`src/rtl/a2d_scan_intf_pkg.sv`:
```
// Shared types and constants for the ADC128S-family scan interface.
// The frame FSM states, the mode FSM states and the command-word builder
// live here so the top and the SPI frame engine agree on them.
package a2d_pkg;

    localparam int FRAME_BITS = 16;
    localparam int CH_W       = 3;
    localparam int ADC_W      = 12;

    // One SPI frame: select setup, 16 SCLK periods, select hold, deselect gap.
    typedef enum logic [2:0] {
        IDLE,
        FRONT,
        SHIFT,
        BACK,
        GAP
    } frame_state_t;

    // Request-level mode: what the sequence of frames is being used for.
    typedef enum logic [1:0] {
        MODE_IDLE,
        MODE_SINGLE,
        MODE_SCAN,
        MODE_FINISH
    } mode_state_t;

    // Control word: two don't-care zeros, channel address, then 11 zeros.
    function automatic logic [FRAME_BITS-1:0] build_cmd(input logic [CH_W-1:0] ch);
        return {2'b00, ch, 11'b0};
    endfunction

endpackage

```
`src/rtl/a2d_scan_intf_if.sv`:
```
// Bundle of request/result/bank-read signals plus the ADC SPI pins.
// master: the requesting logic (and the ADC on MISO); slave: a2d_scan_intf.
interface a2d_scan_intf_if #(
    parameter int RES_W = 12
);
    logic                      strt_cnv;
    logic [a2d_pkg::CH_W-1:0]  chnnl;
    logic                      scan_en;
    logic                      busy;
    logic                      cnv_cmplt;
    logic [RES_W-1:0]          res;
    logic [a2d_pkg::CH_W-1:0]  res_ch;
    logic [a2d_pkg::CH_W-1:0]  rd_ch;
    logic [RES_W-1:0]          rd_data;
    logic                      rd_vld;
    logic                      SS_n;
    logic                      SCLK;
    logic                      MOSI;
    logic                      MISO;

    modport master (
        output strt_cnv, chnnl, scan_en, rd_ch, MISO,
        input  busy, cnv_cmplt, res, res_ch, rd_data, rd_vld, SS_n, SCLK, MOSI
    );

    modport slave (
        input  strt_cnv, chnnl, scan_en, rd_ch, MISO,
        output busy, cnv_cmplt, res, res_ch, rd_data, rd_vld, SS_n, SCLK, MOSI
    );

endinterface

```
`src/rtl/a2d_scan_intf_spi_frame16.sv`:
```
// spi_frame16: generates one 16-bit SPI frame per request.
// SCLK idles high, falls at the start of each period (MOSI updates there)
// and rises mid-period (MISO sampled there). go is a level: it is looked at
// in IDLE and again at the end of GAP so back-to-back frames need no idle cycle.
module spi_frame16
    import a2d_pkg::*;
#(
    parameter int SCLK_DIV = 32
) (
    input  logic                  clk,
    input  logic                  rst,
    input  logic                  go,
    input  logic [FRAME_BITS-1:0] cmd,
    output logic                  done,
    output logic [FRAME_BITS-1:0] rx,
    output logic                  SS_n,
    output logic                  SCLK,
    output logic                  MOSI,
    input  logic                  MISO
);

    localparam int CNT_W = $clog2(SCLK_DIV);
    localparam logic [CNT_W-1:0] HALF_LAST = CNT_W'(SCLK_DIV / 2 - 1);
    localparam logic [CNT_W-1:0] PER_LAST  = CNT_W'(SCLK_DIV - 1);
    localparam logic [3:0]       BIT_LAST  = 4'(FRAME_BITS - 1);

    frame_state_t          state_reg, state_next;
    logic [CNT_W-1:0]      cnt_reg;
    logic [3:0]            bit_reg;
    logic [FRAME_BITS-1:0] tx_reg, rx_reg;
    logic                  ss_n_reg, sclk_reg, mosi_reg;
    logic                  half_last, per_last, cnt_clr;
    logic                  load, sclk_fall, sclk_rise;

    assign half_last = (cnt_reg == HALF_LAST);
    assign per_last  = (cnt_reg == PER_LAST);
    assign cnt_clr   = (state_next != state_reg) || (state_reg == IDLE) || per_last;

    // Frame state register.
    always_ff @(posedge clk or posedge rst) begin
        if (rst) state_reg <= IDLE;
        else     state_reg <= state_next;
    end

    // Phase sequencing and the SCLK edge strobes.
    always_comb begin
        state_next = state_reg;
        done       = 1'b0;
        load       = 1'b0;
        sclk_fall  = 1'b0;
        sclk_rise  = 1'b0;
        case (state_reg)
            IDLE: begin
                if (go) begin
                    state_next = FRONT;
                    load       = 1'b1;
                end
            end
            FRONT: begin
                if (half_last) begin
                    state_next = SHIFT;
                    sclk_fall  = 1'b1;
                end
            end
            SHIFT: begin
                if (half_last) sclk_rise = 1'b1;
                if (per_last) begin
                    if (bit_reg == BIT_LAST) state_next = BACK;
                    else                     sclk_fall  = 1'b1;
                end
            end
            BACK: begin
                if (half_last) begin
                    state_next = GAP;
                    done       = 1'b1;
                end
            end
            GAP: begin
                if (half_last) begin
                    if (go) begin
                        state_next = FRONT;
                        load       = 1'b1;
                    end else begin
                        state_next = IDLE;
                    end
                end
            end
            default: state_next = IDLE;
        endcase
    end

    // Counters, shift registers and the registered SPI pins.
    always_ff @(posedge clk or posedge rst) begin
        if (rst) begin
            cnt_reg  <= '0;
            bit_reg  <= '0;
            tx_reg   <= '0;
            rx_reg   <= '0;
            ss_n_reg <= 1'b1;
            sclk_reg <= 1'b1;
            mosi_reg <= 1'b0;
        end else begin
            cnt_reg <= cnt_clr ? '0 : cnt_reg + 1'b1;
            if (load) begin
                tx_reg   <= cmd;
                ss_n_reg <= 1'b0;
            end
            if (done) ss_n_reg <= 1'b1;
            if (sclk_fall) begin
                sclk_reg <= 1'b0;
                mosi_reg <= tx_reg[FRAME_BITS-1];
                tx_reg   <= {tx_reg[FRAME_BITS-2:0], 1'b0};
                bit_reg  <= (state_reg == FRONT) ? 4'd0 : bit_reg + 4'd1;
            end
            if (sclk_rise) begin
                sclk_reg <= 1'b1;
                rx_reg   <= {rx_reg[FRAME_BITS-2:0], MISO};
            end
        end
    end

    assign rx   = rx_reg;
    assign SS_n = ss_n_reg;
    assign SCLK = sclk_reg;
    assign MOSI = mosi_reg;

endmodule

```
`src/rtl/a2d_scan_intf.sv`:
```
// a2d_scan_intf: ADC128S-family SPI master with single-shot and round-robin
// scan modes. The converter answers each frame with the channel addressed in
// the frame before, so prev_ch/prev_valid follow which channel the incoming
// data belongs to. Results land in res/res_ch and a per-channel bank.
// Optional build macro A2D_SCAN_AVG_EN: bank writes to a valid entry store the
// rounded mean of the old entry and the new sample.
module a2d_scan_intf
    import a2d_pkg::*;
#(
    parameter int NUM_CH   = 8,
    parameter int SCLK_DIV = 32,
    parameter int RES_W    = 12
) (
    input logic              clk,
    input logic              rst,
    a2d_scan_intf_if.slave   bus
);

    localparam logic [CH_W-1:0] LAST_CH = CH_W'(NUM_CH - 1);

    mode_state_t           mode_reg, mode_next;
    logic                  start_single, start_scan, advance, capture, go, done;
    logic [CH_W-1:0]       cur_ch_reg, prev_ch_reg, cmd_ch, next_ch;
    logic                  prev_valid_reg;
    logic [FRAME_BITS-1:0] cmd, rx;
    logic [RES_W-1:0]      sample, wr_data;
    logic [FRAME_BITS-1:0] rx_unused;
    logic [RES_W-1:0]      res_reg;
    logic [CH_W-1:0]       res_ch_reg;
    logic                  cnv_cmplt_reg;
    logic [RES_W-1:0]      bank_mem  [NUM_CH];
    logic                  valid_mem [NUM_CH];

    // Mode state register.
    always_ff @(posedge clk or posedge rst) begin
        if (rst) mode_reg <= MODE_IDLE;
        else     mode_reg <= mode_next;
    end

    // Request arbitration, frame continuation and capture decisions.
    always_comb begin
        mode_next    = mode_reg;
        start_single = 1'b0;
        start_scan   = 1'b0;
        advance      = 1'b0;
        capture      = 1'b0;
        go           = 1'b0;
        case (mode_reg)
            MODE_IDLE: begin
                if (bus.strt_cnv) begin
                    start_single = 1'b1;
                    go           = 1'b1;
                    mode_next    = MODE_SINGLE;
                end else if (bus.scan_en) begin
                    start_scan = 1'b1;
                    go         = 1'b1;
                    mode_next  = MODE_SCAN;
                end
            end
            MODE_SINGLE: begin
                go = 1'b1;
                if (done) begin
                    advance = 1'b1;
                    capture = prev_valid_reg;
                    if (prev_valid_reg) mode_next = MODE_FINISH;
                end
            end
            MODE_SCAN: begin
                go = 1'b1;
                if (done) begin
                    advance = 1'b1;
                    capture = prev_valid_reg;
                    if (!bus.scan_en) mode_next = MODE_FINISH;
                end
            end
            MODE_FINISH: mode_next = MODE_IDLE;
            default:     mode_next = MODE_IDLE;
        endcase
    end

    // The first frame of a request addresses the requested channel directly
    // so SS_n can fall on the clock after acceptance.
    assign cmd_ch  = (mode_reg == MODE_IDLE) ? (bus.strt_cnv ? bus.chnnl : '0) : cur_ch_reg;
    assign cmd     = build_cmd(cmd_ch);
    assign next_ch = (cur_ch_reg == LAST_CH) ? '0 : cur_ch_reg + 3'd1;

    assign sample    = rx[RES_W-1:0];
    assign rx_unused = rx >> RES_W;

    spi_frame16 #(
        .SCLK_DIV (SCLK_DIV)
    ) u_frame (
        .clk  (clk),
        .rst  (rst),
        .go   (go),
        .cmd  (cmd),
        .done (done),
        .rx   (rx),
        .SS_n (bus.SS_n),
        .SCLK (bus.SCLK),
        .MOSI (bus.MOSI),
        .MISO (bus.MISO)
    );

    // Channel pipeline tracking and the result/complete registers.
    always_ff @(posedge clk or posedge rst) begin
        if (rst) begin
            cur_ch_reg     <= '0;
            prev_ch_reg    <= '0;
            prev_valid_reg <= 1'b0;
            res_reg        <= '0;
            res_ch_reg     <= '0;
            cnv_cmplt_reg  <= 1'b0;
        end else begin
            cnv_cmplt_reg <= capture;
            if (start_single) begin
                cur_ch_reg     <= bus.chnnl;
                prev_valid_reg <= 1'b0;
            end else if (start_scan) begin
                cur_ch_reg     <= '0;
                prev_valid_reg <= 1'b0;
            end else if (advance) begin
                prev_ch_reg    <= cur_ch_reg;
                prev_valid_reg <= 1'b1;
                if (mode_reg == MODE_SCAN) cur_ch_reg <= next_ch;
            end
            if (capture) begin
                res_reg    <= sample;
                res_ch_reg <= prev_ch_reg;
            end
        end
    end

`ifdef A2D_SCAN_AVG_EN
    logic [RES_W-1:0] old_data;
    logic             old_valid;
    logic [RES_W:0]   avg_sum;

    // Current bank contents of the channel being written.
    always_comb begin
        old_data  = '0;
        old_valid = 1'b0;
        for (int i = 0; i < NUM_CH; i++) begin
            if (prev_ch_reg == CH_W'(i)) begin
                old_data  = bank_mem[i];
                old_valid = valid_mem[i];
            end
        end
    end

    assign avg_sum = {1'b0, old_data} + {1'b0, sample} + 1'b1;
    assign wr_data = old_valid ? RES_W'(avg_sum >> 1) : sample;
`else
    assign wr_data = sample;
`endif

    // One bank entry per scanned channel; reset invalidates every entry.
    generate
        for (genvar gi = 0; gi < NUM_CH; gi++) begin : g_bank
            logic wr_hit;
            assign wr_hit = capture && (prev_ch_reg == CH_W'(gi));

            // Entry write on a capture addressed to this channel.
            always_ff @(posedge clk or posedge rst) begin
                if (rst) begin
                    bank_mem[gi]  <= '0;
                    valid_mem[gi] <= 1'b0;
                end else if (wr_hit) begin
                    bank_mem[gi]  <= wr_data;
                    valid_mem[gi] <= 1'b1;
                end
            end
        end
    endgenerate

    // Combinational bank read; addresses beyond NUM_CH read as empty.
    always_comb begin
        bus.rd_data = '0;
        bus.rd_vld  = 1'b0;
        for (int i = 0; i < NUM_CH; i++) begin
            if (bus.rd_ch == CH_W'(i)) begin
                bus.rd_data = bank_mem[i];
                bus.rd_vld  = valid_mem[i];
            end
        end
    end

    assign bus.busy      = (mode_reg != MODE_IDLE);
    assign bus.cnv_cmplt = cnv_cmplt_reg;
    assign bus.res       = res_reg;
    assign bus.res_ch    = res_ch_reg;

endmodule

```
`src/flat_wrapper.sv`:
```
// flat-port wrapper written by rule: the top's interface ports become plain ports
module a2d_scan_intf_flat import a2d_pkg::*;
#(
    parameter int NUM_CH   = 8,
    parameter int SCLK_DIV = 32,
    parameter int RES_W    = 12
)
  (clk, rst, bus_strt_cnv, bus_chnnl, bus_scan_en, bus_rd_ch, bus_MISO, bus_busy, bus_cnv_cmplt, bus_res, bus_res_ch, bus_rd_data, bus_rd_vld, bus_SS_n, bus_SCLK, bus_MOSI);
  a2d_scan_intf_if #(.RES_W(RES_W)) bus_i ();
  input logic clk;
  input logic rst;
  input wire logic [$bits(bus_i.strt_cnv)-1:0] bus_strt_cnv;
  input wire logic [$bits(bus_i.chnnl)-1:0] bus_chnnl;
  input wire logic [$bits(bus_i.scan_en)-1:0] bus_scan_en;
  input wire logic [$bits(bus_i.rd_ch)-1:0] bus_rd_ch;
  input wire logic [$bits(bus_i.MISO)-1:0] bus_MISO;
  output wire logic [$bits(bus_i.busy)-1:0] bus_busy;
  output wire logic [$bits(bus_i.cnv_cmplt)-1:0] bus_cnv_cmplt;
  output wire logic [$bits(bus_i.res)-1:0] bus_res;
  output wire logic [$bits(bus_i.res_ch)-1:0] bus_res_ch;
  output wire logic [$bits(bus_i.rd_data)-1:0] bus_rd_data;
  output wire logic [$bits(bus_i.rd_vld)-1:0] bus_rd_vld;
  output wire logic [$bits(bus_i.SS_n)-1:0] bus_SS_n;
  output wire logic [$bits(bus_i.SCLK)-1:0] bus_SCLK;
  output wire logic [$bits(bus_i.MOSI)-1:0] bus_MOSI;
  assign bus_i.strt_cnv = bus_strt_cnv;
  assign bus_i.chnnl = bus_chnnl;
  assign bus_i.scan_en = bus_scan_en;
  assign bus_i.rd_ch = bus_rd_ch;
  assign bus_i.MISO = bus_MISO;
  assign bus_busy = bus_i.busy;
  assign bus_cnv_cmplt = bus_i.cnv_cmplt;
  assign bus_res = bus_i.res;
  assign bus_res_ch = bus_i.res_ch;
  assign bus_rd_data = bus_i.rd_data;
  assign bus_rd_vld = bus_i.rd_vld;
  assign bus_SS_n = bus_i.SS_n;
  assign bus_SCLK = bus_i.SCLK;
  assign bus_MOSI = bus_i.MOSI;
  a2d_scan_intf #(.NUM_CH(NUM_CH), .SCLK_DIV(SCLK_DIV), .RES_W(RES_W)) u_core (.clk(clk), .rst(rst), .bus(bus_i));
endmodule
```
`config.mk`:
```
export PLATFORM = sky130hd
export DESIGN_NAME = a2d_scan_intf_flat
export DESIGN_NICKNAME = d
export VERILOG_FILES = /design/src/rtl/a2d_scan_intf_pkg.sv /design/src/rtl/a2d_scan_intf_if.sv /design/src/rtl/a2d_scan_intf_spi_frame16.sv /design/src/rtl/a2d_scan_intf.sv /design/src/flat_wrapper.sv
export SDC_FILE = /design/constraint.sdc
export NUM_CORES = 1
export LEC_CHECK = 0
export CELL_PAD_IN_SITES_DETAIL_PLACEMENT = 0
export CELL_PAD_IN_SITES_GLOBAL_PLACEMENT = 1
export CORE_UTILIZATION = 50
export CTS_CLUSTER_SIZE = 12
export DETAILED_ROUTE_END_ITERATION = 7
export GPL_TIMING_DRIVEN = 1
export HOLD_SLACK_MARGIN = 0.02
export PLACE_DENSITY = 0.92
export SLEW_MARGIN = 20
export SYNTH_ARGS = -nofsm -noshare
export SYNTH_HDL_FRONTEND = slang
export SYNTH_HIERARCHICAL = 1
export SYNTH_SLANG_ARGS = --single-unit
```
`constraint.sdc`:
```
create_clock -name clk -period 6.3 [get_ports clk]
set_input_delay 1.575 -clock clk [delete_from_list [all_inputs] [get_ports clk]]
set_output_delay 1.575 -clock clk [all_outputs]
set_load 0.005 [all_outputs]
```
==> results by group <==
Status
  • Status: finished clean

Synth
  • YS warnings: 6
  • Syn avg cell area: between 10 and 15 um2
  • Synth Instances: 621
  • Cell Area, Synth: about 8100 um2

Clocking
  • Clk buf depth: 2
  • CTS tree: done
  • H-tree depth: 4
  • Clk pin slew, worst setup/hold paths: 0.06 ns
  • CTS Buf Count: 17
  • CTS Sinks: 172
  • Post-CTS Resized: 0
  • Later-pin clock latency in the skew report: 0.43 ns
  • Hold-fix buffers, CTS: 0
  • CTS Root Cell: clkbuf_16
  • Setup repair bufs after CTS: 0

Timing
  • Final slew viol count: 0
  • Fin Clk Skew: 0.0133 ns
  • Worst Slack Setup Final: 0.958 ns
  • Post-layout min period: 5.34 ns
  • Fmax: 0.187 GHz
  • Final hold vios: 0
  • Slew Limit Headroom: 29.8%
  • Setup-failing EPs final: 0
  • RSZ-0062 raised after global routing: false
  • Actual transition at the worst max-transition pin: between 1 and 1.5 ns
  • Post-route setup TNS: 0 ns
  • Period utilization: 84.8%

Finish
  • Diodes inserted: 0
  • Nets: about 690
  • P&R area growth vs syn: 15.9%
  • Proportion of layout cells with a drive suffix above 1: 30.9%
  • Max reg flops: 96

Drt
  • Final ANT Viol Nets: 0
  • Drt first pass iters: 5
  • Routed wire length: 17300 um
  • Number of DRC markers in iteration 0: 290
  • Vias per inst: about 5.7
  • Remaining DRCs: 0
  • Average wire per standard cell: roughly 19 um
  • Vias: between 5000 and 6000

GRT
  • Initial antenna violation count: 0
  • All-Layer GR Usage: between 20% and 30%
  • Vias in the first global route: 5541
  • Largest net degree at the start of global routing: 60
  • Overflow left after global routing: 0
  • First-pass GRT wire length: 28600 um

Setup path
  • Crit path buf inv count: 3
  • Crit Path Category: primary input to primary output
  • Worst path max stage delay: 0.56 ns
  • Worst-path cell with the longest stage delay: clkdlybuf4s50_1
  • Top delay family on crit path: buffers and inverters
  • Worst-path maximum fanout: 36
  • Cell Chain, Critical Path: clkdlybuf4s50_1, buf_4, nor2b_1, mux4_2, a22o_1, clkdlybuf4s50_1
  • Crit path arrival time: 3.77 ns
  • Setup crit end kind: primary output
  • Worst setup SP type: primary input
  • Most used cell, CP: clkdlybuf4s50_1
  • WP data required: 4.72 ns

Power and ir drop
  • Part of the power in registers: between 40% and 50%
  • Clock power frac: 48.1%
  • Pwr dens: 245 nW/um2
  • VDD IR max: between 0.15 and 0.2 mV
  • Internal power: 1810 uW
  • P_leak: 0.00461 uW
  • Total power draw: 2290 uW
  • P_sw: 484 uW
  • Net Sw Frac: 21.1%
  • Comb pwr share: between 3 and 4%

Placement
  • IO buf count: 43
  • Final Wtd Congestion: 0.779
  • Half-perimeter wire length after placement: roughly 11000 um
  • Worst slack, placed: just under 1 ns

Job
  • Max-cap violations: 0

Floorplanning
  • Die Y: between 100 and 150 um
  • Die Width: 129 um
  • Initial Util: 51.1%
  • Die area: 16700 um2
  • Core Area: 15800 um2
  • Rows: 46
  • # IOs: 44

Worst hold path
  • Hold Path Class: register to register
-- power by group through the flow --
stage          clock [uW]  combinational (uW)  sequential, uW
2_1_floorplan           0                51.9            1130
4_1_cts              1130                84.8            1110
3_3_place_gp            0                82.0            1130
6_report             1100                83.2            1110
3_5_place_dp            0                84.5            1130
5_1_grt              1170                93.0            1110
-- cells in the final DEF (no fill, tap or decap), types with 3 or more instances in the layout --
master	instances
mux2_2	113
mux4_2	14
a21oi_1	16
clkdlybuf4s50_1	41
a21o_1	18
nor2b_1	11
buf_4	13
nand2_1	18
mux2_4	17
nand2b_1	8
or2_2	8
a2bb2oi_1	12
nor2_1	20
inv_1	31
a22o_1	26
mux2i_1	5
clkbuf_16	17
conb_1	13
and3_1	3
a22oi_1	11
a211oi_1	10
ha_1	10
dfrtp_1	170
o21ai_0	23
bufinv_16	4
clkinv_2	4
nand3_1	8
-- final timing paths --
| path | endpoint | cells after the start | slack, ns | start |
|---|---|---|---|---|
| max in group asynchronous | u_core/bank_mem[65] | 3 | 3.65 | rst |
| min in group asynchronous | u_core/bus.res[9] | 2 | 1.55 | rst |
| hold / removal | u_core/valid_mem[6] | 1 | 0.47 | u_core/valid_mem[6] |
| hold reg to reg | u_core/valid_mem[6] | 1 | 0.47 | u_core/valid_mem[6] |
| setup reg to reg | u_core/bank_mem[5] | 8 | 3.18 | u_core/u_frame/cnt_reg[0] |
| setup / recovery | bus_rd_data[11] | 6 | 0.96 | bus_rd_ch[2] |
-- routing by layer --
layer  GRT usage [%]  share of wire (%)
met1            28.0                 42
met2            38.8                 52
met3            5.33                3.6
met4            9.13                2.1
met5               0                  0
-- layout make-up --
cell class | instances | area (um2)
clock buffers | 18 | 439
clock inverters | 14 | 190
fillers | 1270 | 6460
inverters | 34 | 130
multi-input cells | 391 | 3520
flip-flops and latches | 172 | 4310
well taps | 216 | 270
repair buffers | 56 | 518
-- metrics by stage --
step	hold WS [ns]	cells	util (%)	area [um2]
floorplan	0.430	633	-	8130
global placement	0.444	869	55.2	8740
detailed placement	0.458	869	55.2	8740
CTS	0.477	901	59.2	9370
global route	0.498	901	59.2	9370
finish	0.474	901	59.2	9370
Power figures use the tool's default switching activity.
